File: src/rtl/sel_pipe_mux_pkg.sv
// Shared definitions for the select-and-buffer pipeline: FSM state encoding
// and the default data width / channel count.
package sel_pipe_mux_pkg;

  localparam int DEF_WIDTH  = 32;
  localparam int DEF_NUM_IN = 4;

  // Occupancy of the two-entry skid buffer
  typedef enum logic [1:0] {
    ST_EMPTY = 2'd0,
    ST_ONE   = 2'd1,
    ST_FULL  = 2'd2
  } state_t;

endpackage

File: src/rtl/sel_pipe_mux_if.sv
// Handshake bus for sel_pipe_mux: upstream beat (valid/ready/sel/data),
// downstream head beat (valid/ready/data/sel/err) and the flush strobe.
interface sel_pipe_mux_if
  import sel_pipe_mux_pkg::*;
#(
  parameter int WIDTH  = DEF_WIDTH,
  parameter int NUM_IN = DEF_NUM_IN,
  parameter int SEL_W  = (NUM_IN > 1) ? $clog2(NUM_IN) : 1
);

  logic                    flush;
  logic                    in_valid;
  logic                    in_ready;
  logic [SEL_W-1:0]        in_sel;
  logic [NUM_IN*WIDTH-1:0] in_data;
  logic                    out_valid;
  logic                    out_ready;
  logic [WIDTH-1:0]        out_data;
  logic [SEL_W-1:0]        out_sel;
  logic                    out_err;

  // Environment side: drives beats in, consumes beats out
  modport master (
    output flush, in_valid, in_sel, in_data, out_ready,
    input  in_ready, out_valid, out_data, out_sel, out_err
  );

  // Block side
  modport slave (
    input  flush, in_valid, in_sel, in_data, out_ready,
    output in_ready, out_valid, out_data, out_sel, out_err
  );

endinterface

File: src/rtl/sel_pipe_mux_mux_n.sv
// Combinational N:1 channel select. An out-of-range select yields zero data
// and raises err, so every select value has a defined result.
module mux_n #(
  parameter int WIDTH  = 32,
  parameter int NUM_IN = 4,
  parameter int SEL_W  = (NUM_IN > 1) ? $clog2(NUM_IN) : 1
) (
  input  logic [SEL_W-1:0]        sel,
  input  logic [NUM_IN*WIDTH-1:0] data,
  output logic [WIDTH-1:0]        y,
  output logic                    err
);

  // Pick the matching channel; the defaults cover any unmatched select
  always_comb begin
    y   = '0;
    err = 1'b1;
    for (int k = 0; k < NUM_IN; k++) begin
      if (sel == SEL_W'(k)) begin
        y   = data[k*WIDTH +: WIDTH];
        err = 1'b0;
      end
    end
  end

endmodule

File: src/rtl/sel_pipe_mux.sv
// Channel-select stage with a two-entry skid buffer (main, skid). The main
// entry drives the output; the skid entry absorbs one beat when the
// downstream stalls so that in_ready can be a pure register.
module sel_pipe_mux
  import sel_pipe_mux_pkg::*;
#(
  parameter int WIDTH  = DEF_WIDTH,
  parameter int NUM_IN = DEF_NUM_IN,
  parameter int SEL_W  = (NUM_IN > 1) ? $clog2(NUM_IN) : 1
) (
  input logic          clk,
  input logic          rst,
  sel_pipe_mux_if.slave bus
);

  state_t           state;
  logic             in_ready_q;
  logic             main_valid;
  logic [WIDTH-1:0] main_data;
  logic [SEL_W-1:0] main_sel;
  logic             main_err;
  logic [WIDTH-1:0] skid_data;
  logic [SEL_W-1:0] skid_sel;
  logic             skid_err;

  logic [WIDTH-1:0] mux_data;
  logic             mux_err;
  logic             accept;
  logic             drain;

  mux_n #(
    .WIDTH  (WIDTH),
    .NUM_IN (NUM_IN),
    .SEL_W  (SEL_W)
  ) u_mux (
    .sel  (bus.in_sel),
    .data (bus.in_data),
    .y    (mux_data),
    .err  (mux_err)
  );

  assign accept = bus.in_valid & in_ready_q;
  assign drain  = main_valid & bus.out_ready;

  // Buffer FSM: occupancy, registered handshake outputs and both entries.
  // Flush outranks any accept or drain in the same cycle.
  always_ff @(posedge clk or posedge rst) begin
    if (rst) begin
      state      <= ST_EMPTY;
      in_ready_q <= 1'b1;
      main_valid <= 1'b0;
      main_data  <= '0;
      main_sel   <= '0;
      main_err   <= 1'b0;
      skid_data  <= '0;
      skid_sel   <= '0;
      skid_err   <= 1'b0;
    end else if (bus.flush) begin
      state      <= ST_EMPTY;
      in_ready_q <= 1'b1;
      main_valid <= 1'b0;
    end else begin
      unique case (state)
        ST_EMPTY: begin
          if (accept) begin
            main_data  <= mux_data;
            main_sel   <= bus.in_sel;
            main_err   <= mux_err;
            main_valid <= 1'b1;
            state      <= ST_ONE;
          end
        end
        ST_ONE: begin
          if (accept && drain) begin
            main_data <= mux_data;
            main_sel  <= bus.in_sel;
            main_err  <= mux_err;
          end else if (accept) begin
            skid_data  <= mux_data;
            skid_sel   <= bus.in_sel;
            skid_err   <= mux_err;
            in_ready_q <= 1'b0;
            state      <= ST_FULL;
          end else if (drain) begin
            main_valid <= 1'b0;
            state      <= ST_EMPTY;
          end
        end
        ST_FULL: begin
          // in_ready is low here, so only a drain can happen
          if (drain) begin
            main_data  <= skid_data;
            main_sel   <= skid_sel;
            main_err   <= skid_err;
            in_ready_q <= 1'b1;
            state      <= ST_ONE;
          end
        end
        default: begin
          state      <= ST_EMPTY;
          in_ready_q <= 1'b1;
          main_valid <= 1'b0;
        end
      endcase
    end
  end

  assign bus.in_ready  = in_ready_q;
  assign bus.out_valid = main_valid;
  assign bus.out_data  = main_data;
  assign bus.out_sel   = main_sel;
  assign bus.out_err   = main_err;

endmodule

File: src/flat_wrapper.sv
// flat-port wrapper written by rule: the top's interface ports become plain ports
module sel_pipe_mux_flat import sel_pipe_mux_pkg::*;
#(
  parameter int WIDTH  = DEF_WIDTH,
  parameter int NUM_IN = DEF_NUM_IN,
  parameter int SEL_W  = (NUM_IN > 1) ? $clog2(NUM_IN) : 1
)
  (clk, rst, bus_flush, bus_in_valid, bus_in_sel, bus_in_data, bus_out_ready, bus_in_ready, bus_out_valid, bus_out_data, bus_out_sel, bus_out_err);
  sel_pipe_mux_if #(.WIDTH(WIDTH), .NUM_IN(NUM_IN), .SEL_W(SEL_W)) bus_i ();
  input logic clk;
  input logic rst;
  input wire logic [$bits(bus_i.flush)-1:0] bus_flush;
  input wire logic [$bits(bus_i.in_valid)-1:0] bus_in_valid;
  input wire logic [$bits(bus_i.in_sel)-1:0] bus_in_sel;
  input wire logic [$bits(bus_i.in_data)-1:0] bus_in_data;
  input wire logic [$bits(bus_i.out_ready)-1:0] bus_out_ready;
  output wire logic [$bits(bus_i.in_ready)-1:0] bus_in_ready;
  output wire logic [$bits(bus_i.out_valid)-1:0] bus_out_valid;
  output wire logic [$bits(bus_i.out_data)-1:0] bus_out_data;
  output wire logic [$bits(bus_i.out_sel)-1:0] bus_out_sel;
  output wire logic [$bits(bus_i.out_err)-1:0] bus_out_err;
  assign bus_i.flush = bus_flush;
  assign bus_i.in_valid = bus_in_valid;
  assign bus_i.in_sel = bus_in_sel;
  assign bus_i.in_data = bus_in_data;
  assign bus_i.out_ready = bus_out_ready;
  assign bus_in_ready = bus_i.in_ready;
  assign bus_out_valid = bus_i.out_valid;
  assign bus_out_data = bus_i.out_data;
  assign bus_out_sel = bus_i.out_sel;
  assign bus_out_err = bus_i.out_err;
  sel_pipe_mux #(.WIDTH(WIDTH), .NUM_IN(NUM_IN), .SEL_W(SEL_W)) u_core (.clk(clk), .rst(rst), .bus(bus_i));
endmodule
File: config.mk
export PLATFORM = sky130hd
export DESIGN_NAME = sel_pipe_mux_flat
export DESIGN_NICKNAME = d
export VERILOG_FILES = /design/src/rtl/sel_pipe_mux_pkg.sv /design/src/rtl/sel_pipe_mux_if.sv /design/src/rtl/sel_pipe_mux_mux_n.sv /design/src/rtl/sel_pipe_mux.sv /design/src/flat_wrapper.sv
export SDC_FILE = /design/constraint.sdc
export NUM_CORES = 1
export LEC_CHECK = 0
export CAP_MARGIN = 30
export CORE_AREA = 2 2 109 111
export CTS_CLUSTER_DIAMETER = 30
export DETAILED_ROUTE_END_ITERATION = 8
export DIE_AREA = 0 0 111 113
export PLACE_DENSITY = 0.77
export SKIP_LAST_GASP = 1
export SLEW_MARGIN = 20
export SYNTH_ARGS = -nofsm -noshare
export SYNTH_HDL_FRONTEND = slang
export SYNTH_SLANG_ARGS = --single-unit
File: constraint.sdc
create_clock -name clk -period 1.99 [get_ports clk]
set_input_delay 0.199 -clock clk [delete_from_list [all_inputs] [get_ports clk]]
set_output_delay 0.199 -clock clk [all_outputs]
set_load 0.02 [all_outputs]
-- After elaboration in Yosys (flattened, before gate mapping)
Cells that the tools add are included.
- flip-flop bits (word level): 74
- output and inout port bits: 37
- input bits: 135
- equal/unequal tests: 17
- bitwise gates (word level): 4
- muxes and demuxes: 38
- reduce and logical (&&, ||, !) cells: 9
- operators by type and width (operator ; number):
    $mux W32 ; 7
    $pmux W32 S3 ; 1
    $mux W2 ; 9
    $mux W1 ; 16
    $ne A3 B2 Y1 const B ; 4
    $pmux W2 S3 ; 2
    $reduce_and A4 Y1 ; 3
    $reduce_and A5 Y1 ; 2
    $pmux W1 S3 ; 3
    $eq A2 B2 Y1 const B ; 3
    $ne A2 B1 Y1 const B ; 3
    $ne A3 B3 Y1 const B ; 2
    $eq A2 B1 Y1 const B ; 2
    $logic_not A2 Y1 ; 2
    $ne A2 B2 Y1 const B ; 2
    $ne A4 B2 Y1 const B ; 1
    $reduce_bool A3 Y1 ; 1
    $and A1 B1 Y1 ; 2
    $not A1 Y1 ; 2
    $logic_and A1 B1 Y1 ; 1

-- Depth between registers and ports, before layout
Gate-level depths: netlist of run 1.
- depth after elaboration: 7
- gate-level depth with buffers: 7

-- Cells and area by module
Synthesis of run 1 repeated with hierarchy kept, for this count alone.
- cells, all modules: 295
- area total of the unflattened synthesis: 4144.0 sq um
- modules (own cells, without submodules) (module ; area each (sq um) ; cells an instance ; instances):
    sel_pipe_mux ; 3318.2 ; 254 ; 1
    mux_n ; 825.8 ; 41 ; 1

-- Worst setup path before layout of run 1
OpenSTA, ideal clock, no wires.
- path type: register to register
- start: register u_core.in_ready_q (netlist: u_core.bus.in_ready)
- end: register u_core.main_data[0] (netlist: u_core.bus.out_data[0])
- stages on the path, launching flop included: 6
- arrival: 1.692 ns
- setup time: 0.125 ns
- data required time: 1.865 ns
- clock period less this slack: 1.817 ns
- path slack: 0.173 ns
- cells stage by stage: dfstp_2 -> and3b_1 -> a2bb2oi_4 -> nor2_4 -> buf_2 -> mux2_2
- longest elaborated chain between the ends: 4
- elaborated cells between the ends (all ways): 5
- RTL lines (item ; line ; source):
    start: declaration ; sel_pipe_mux.sv:17 ; logic in_ready_q;
    start signal: assignment ; sel_pipe_mux.sv:50 ; in_ready_q <= 1'b1;
    start signal: assignment ; sel_pipe_mux.sv:60 ; in_ready_q <= 1'b1;
    start signal: assignment ; sel_pipe_mux.sv:82 ; in_ready_q <= 1'b0;
    $and A1 B1 Y1 * ; sel_pipe_mux.sv:42 ; assign accept = bus.in_valid & in_ready_q;
    $logic_and A1 B1 Y1 ; sel_pipe_mux.sv:74 ; if (accept && drain) begin
    $ne A2 B1 Y1 (no source line) ; -- ;
    $reduce_and A5 Y1 (no source line) * ; -- ;
    end signal: assignment ; sel_pipe_mux.sv:66 ; main_data <= mux_data;
    end signal: assignment ; sel_pipe_mux.sv:75 ; main_data <= mux_data;
    end signal: assignment ; sel_pipe_mux.sv:92 ; main_data <= skid_data;
    end: declaration ; sel_pipe_mux.sv:19 ; logic [WIDTH-1:0] main_data;
Every way passes the cells marked *; elsewhere a longest branch is shown, timed or not.
A chain may end at the register's enable or synchronous reset.

-- Worst setup path after layout of run 1
- start: register u_core.in_ready_q (netlist: u_core.bus.in_ready)
- end: register u_core.main_data[12] (netlist: u_core.bus.out_data[12])
Same word-level chain as after synthesis.

==> run_results.csv, run 1 <==
group,metric,value,unit
critical_path,critPathMaxFanout,21,
sta,skew,7.19,ps
placed_design,place_congestion,0.731,
critical_path,crit_path_end_kind,"register",
critical_path,crit_path_top_delay_cell,"dfstp_2",
clocking,clkSinkCount,74,
critical_path,startpoint_type,"register",
finish,layout-drive-gt1-share,20.4,%
critical_path,crit_required,2190,ps
clocking,numCtsBuffers,9,
finish,most-common-layout-cells,"169 x clkdlybuf4s50_1, 97 x mux2i_1, 73 x dfrtp_1",
global_routing,antenna_found_initial,0,
critical_path,worstPathCellList,"and3b_1 -> a2bb2oi_4 -> nor2_4 -> buf_12 -> mux2_2",
placed_design,portBuffers,171,
die,die_h,113,um
pwr,cellPowerDensity,1010,nW/um^2
sta,hold_violations,0,
route,routed.top_layer,"met4",
clocking,max-clock-path-buffers,2,
synth,synth-seq-area-share,40.7,%
job,maxCapViolations,0,
clocking,cts.clk_slew.worst_paths,60,ps
global_routing,grt_max_degree,75,
synth,synth_edf_count,0,
route,postRouteAntennaNets,0,
clocking,insertion_delay,320,ps
finish,final_common_cell,"clkdlybuf4s50_1",
route,route.vias.total,3616,
route,wirelength,11.9,mm
sta,timing.hold.ws,328,ps
finish,nets,674,
sta,min_period,1780,ps
clocking,cts.repair.resized,0,
clocking,cts_tree,"built",
synth,ys_ff_latch,74,
route,first_pass_iters,4,
clocking,post_cts_buffers,0,
finish,fill_cells,895,
global_routing,grt_use_total,19.2,%
synth,syn-num-nets,503,
clocking,htreeDepth,3,
placed_design,dp_hpwl,8.73,mm
global_routing,grt_pass1_vias,3923,
synth,synth_ff_type,"dfrtp_1",
die,core,11300,um^2
route,routed_via_density,5.27,
critical_path,timing.rr.start,"u_core.bus.in_ready",
synth,synthCells,368,
finish,syn2layout_area_growth,50.2,%
sta,finalSetupTns,0,ps
critical_path,rrSetupSlack,210,ps
synth,yosys_warnings,0,
route,met1_length,5.08,mm
route,met3_wirelength,708,um
die,rows,39,
clocking,ctsHoldBuffers,0,
route,drtIter0Drc,100,
critical_path,startpoint,"u_core.bus.in_ready",
critical_path,slowest_delay,590,ps
critical_path,critPathArrivalTime,1980,ps
critical_path,r2r_end,"u_core.bus.out_data[12]",
sta,setup_viol,0,
pwr,total_power,6.93,mW
synth,avgSynthCellArea,12.4,um^2
synth,syn-cell-area,4560,um^2
finish,diodes,0,
global_routing,gr-total-overflow,0,
sta,fmax,0.562,GHz
synth,synth.distinct_cells,33,
global_routing,grt_pass1_wl,19.7,mm
worst_hold_path,hold_path_class,"input port to async pin",
die,io_pins,172,
die,die_width,111,um
route,wl_per_cell,17.3,um
clocking,root_buffer,"clkbuf_16",
route,post-route-drc-count,0,
sta,worst_pin_slew,442,ps
sta,rsz0062_at_grt,"no",
sta,fin_crit_sh,89.4,%
critical_path,worstRegToRegCells,5,
sta,maxSlewViolCount,0,
critical_path,crit_type,"register to register",
die,die_area,12500,um^2
die,start_util,40.4,%
synth,ys_async_sr_fraction,100,%
pwr,p_leak,3.07,nW
route,dr_wl_met2,6.00,mm
status,outcome,"completed",
pwr,ir_worst_vdd,0.547,mV
sta,maxSlewHeadroom,70.6,%
critical_path,critPathCapture,"u_core.bus.out_data[12]",
[power by group]
group          switching [mW]  internal (mW)
clock                   0.597           1.26
sequential              0.361           2.13
combinational            1.03           1.56
total                    1.98           4.95
[worst max-delay path: cells and delay by family, from the launching register on]
| kind | cells | cell delay (ps) |
|---|---|---|
| simple gates | 2 | 400 |
| buf+inv | 1 | 210 |
| compound gates | 1 | 100 |
| mux | 1 | 350 |
| flops | 1 | 590 |
[layout make-up]
type                    instances  area, um^2  share of cell area [%]
clock buffers                  11         243                    3.54
clock inverters                 4        98.8                    1.44
inverters                       1        7.51                   0.110
multi-input cells             263        2520                    36.8
flip-flops and latches         74        1850                    27.1
well taps                     143         179                    2.61
repair buffers                190        1950                    28.4
[metal layers]
layer | vias to the layer above | global-route usage (%)
li1 | 1725 | -
met1 | 1766 | 24.7
met2 | 115 | 33.1
met3 | 10 | 4.02
met4 | 0 | 5.00
met5 | - | 0
[state kept, by name, summed over array words and instances, names as in the netlist]
name,cells
u_core.bus.in_ready,1
u_core.bus.out_data,32
u_core.bus.out_sel,2
u_core.skid_err,1
u_core.bus.out_valid,1
u_core.state,2
u_core.bus.out_err,1
u_core.skid_data,32
u_core.skid_sel,2
[cell usage after synthesis (all sizes together), types with 3 or more instances]
cell / instances / area, um^2
nand2: 7 / 26.3
mux2: 67 / 863
mux2i: 97 / 971
dfrtp: 73 / 1830
buf: 26 / 176
a221oi: 32 / 299
nor2: 34 / 135
a21oi: 5 / 25.0
nand2b: 3 / 18.8
clkbuf: 4 / 15.0
[stage by stage]
| step | worst slack (ps) | std cells | area, um^2 | util [%] |
|---|---|---|---|---|
| 2_1_floorplan | 173 | 368 | 4560 | - |
| 3_3_place_gp | 34.1 | 671 | 6510 | 57.7 |
| 3_5_place_dp | -6.71 | 671 | 6510 | 57.7 |
| 4_1_cts | 205 | 686 | 6850 | 60.8 |
| 5_1_grt | 150 | 686 | 6850 | 60.8 |
| 6_report | 210 | 686 | 6850 | 60.8 |
[how the worst min path moves through the flow]
stage / start / to / slack, ps / cells after the start
6_report: rst / u_core.bus.out_data[27] / 330 / 3
5_1_grt: rst / u_core.bus.out_data[27] / 390 / 3
4_1_cts: rst / u_core.bus.out_data[27] / 360 / 3
3_5_place_dp: u_core.bus.out_data[21] / u_core.bus.out_data[21] / 470 / 1
3_3_place_gp: u_core.bus.out_data[5] / u_core.bus.out_data[5] / 470 / 1
2_1_floorplan: bus_out_ready / u_core.state[1] / 290 / 1
[kinds of logic after synthesis]
family | count (synthesis) | share of synthesized area, %
compound gates | 47 | 9.09
buf+inv | 31 | 4.28
flops | 74 | 40.7
mux | 164 | 40.2
simple gates | 52 | 5.74
(Power assumes the default switching activity.)
==> run 2: changes to the inputs <==
--- a/config.mk
+++ b/config.mk
@@ -10,7 +10,7 @@
 export CTS_CLUSTER_DIAMETER = 30
 export DETAILED_ROUTE_END_ITERATION = 8
 export DIE_AREA = 0 0 111 113
-export PLACE_DENSITY = 0.77
+export PLACE_DENSITY = 0.86
 export SKIP_LAST_GASP = 1
 export SLEW_MARGIN = 20
 export SYNTH_ARGS = -nofsm -noshare
==> run_results.csv, run 2 (synthesized netlist as in run 1, its figures left out) <==
group,metric,value,unit
critical_path,r2r_end,"u_core.bus.out_data[12]",
critical_path,crit_required,2200,ps
status,outcome,"completed",
placed_design,post-place-cells,674,
sta,fmax,0.568,GHz
global_routing,antenna_found_initial,0,
clocking,root_buffer,"clkbuf_16",
critical_path,timing.rr.start,"u_core.bus.in_ready",
job,maxCapViolations,0,
finish,final_common_cell,"clkdlybuf4s50_1",
finish,diodes,0,
clocking,htreeDepth,3,
clocking,ctsHoldBuffers,0,
sta,min_period,1760,ps
sta,skew,4.59,ps
die,die_width,111,um
pwr,total_power,6.91,mW
sta,hold_violations,0,
die,start_util,40.4,%
finish,fill_cells,891,
placed_design,place_ws,-5.38,ps
global_routing,grt_use_total,19.6,%
clocking,cts_tree,"built",
critical_path,startpoint_type,"register",
pwr,ir_worst_vdd,0.600,mV
pwr,cellPowerDensity,1010,nW/um^2
clocking,clkSinkCount,74,
critical_path,critPathArrivalTime,1970,ps
worst_hold_path,hold_path_class,"input port to async pin",
route,routed_via_density,5.30,
sta,fin_crit_sh,88.4,%
route,postRouteAntennaNets,0,
route,wl_per_cell,17.8,um
clocking,max-clock-path-buffers,2,
global_routing,gr-total-overflow,0,
finish,syn2layout_area_growth,50.0,%
finish,finalInstanceArea,6840,um^2
placed_design,dp_hpwl,9.03,mm
die,core,11300,um^2
die,io_pins,172,
placed_design,portBuffers,171,
critical_path,crit_path_end_kind,"register",
route,drtIter0Drc,150,
placed_design,place_area,6500,um^2
die,rows,39,
clocking,insertion_delay,320,ps
clocking,numCtsBuffers,9,
sta,maxSlewHeadroom,70.8,%
die,die_area,12500,um^2
critical_path,rrSetupSlack,230,ps
clocking,post_cts_buffers,0,
global_routing,grt_pass1_wl,20.1,mm
route,first_pass_iters,6,
clocking,cts.clk_slew.worst_paths,60,ps
critical_path,worstRegToRegCells,5,
finish,finalNonFillerCells,689,
sta,maxSlewViolCount,0,
sta,setup_viol,0,
placed_design,place_congestion,0.799,
sta,layout_setup_ws,231,ps
global_routing,grt_max_degree,75,
route,route.vias.total,3651,
finish,nets,677,
finish,layout-drive-gt1-share,20.9,%
sta,worst_pin_slew,438,ps
clocking,cts.repair.resized,0,
critical_path,crit_type,"register to register",
route,wirelength,12.3,mm
die,die_h,113,um
sta,rsz0062_at_grt,"no",
global_routing,grt_pass1_vias,3991,
route,post-route-drc-count,0,
pwr,p_leak,3.07,nW
critical_path,critPathMaxFanout,17,
finish,most-common-layout-cells,"169 x clkdlybuf4s50_1, 97 x mux2i_1, 73 x dfrtp_1",
[run 2: final cells by class]
cell class	count	area (um^2)	area share [%]
multi-input cells	263	2520	36.9
well taps	143	179	2.62
flip-flops and latches	74	1850	27.1
clock buffers	10	229	3.35
inverters	1	7.51	0.110
repair buffers	193	1940	28.4
clock inverters	5	104	1.52
[run 2: stage by stage]
step                      hold slack [ps]  utilization, %  setup TNS [ps]
after CTS                             362            60.7               0
after floorplan                       290               -               0
after detailed placement              475            57.7           -14.1
final                                 338            60.7               0
after global placement                471            57.7               0
after global routing                  368            60.7               0
[run 2: how the worst max path moves through the flow]
stage	start	endpoint	slack (ps)	cells past startpoint
3_5_place_dp	bus_out_ready	u_core.skid_data[7]	-5	6
2_1_floorplan	u_core.bus.in_ready	u_core.bus.out_data[0]	170	5
5_1_grt	u_core.bus.in_ready	u_core.bus.out_data[12]	160	5
4_1_cts	u_core.bus.in_ready	u_core.bus.out_data[1]	220	5
3_3_place_gp	bus_out_ready	u_core.skid_data[13]	50	6
6_report	u_core.bus.in_ready	u_core.bus.out_data[12]	230	5
[run 2: routing by layer]
layer  wire length, um  GRT usage (%)
met2              6570           36.3
met5                 0              0
met4               183           5.75
met1              4920           23.1
met3               626           3.80
[run 2: report_power, final]
group          switching (mW)  total [mW]  internal, mW
Sequential              0.368        2.50          2.13
Combinational            1.04        2.59          1.56
Clock                   0.591        1.81          1.22
[run 2: critical path, cell delays in order (launching register included)]
cell       delay, ps
dfstp_2          590
and3b_1          250
a2bb2oi_4        100
nor2_4           160
buf_12           180
mux2_2           350
==> run 3: changes to the inputs <==
--- a/config.mk
+++ b/config.mk
@@ -12,7 +12,7 @@
 export DIE_AREA = 0 0 111 113
 export PLACE_DENSITY = 0.86
 export SKIP_LAST_GASP = 1
-export SLEW_MARGIN = 20
+export SLEW_MARGIN = 10
 export SYNTH_ARGS = -nofsm -noshare
 export SYNTH_HDL_FRONTEND = slang
 export SYNTH_SLANG_ARGS = --single-unit
==> results of run 3 <==
No change in the layout: final DEF, timing and power equal those of run 2.
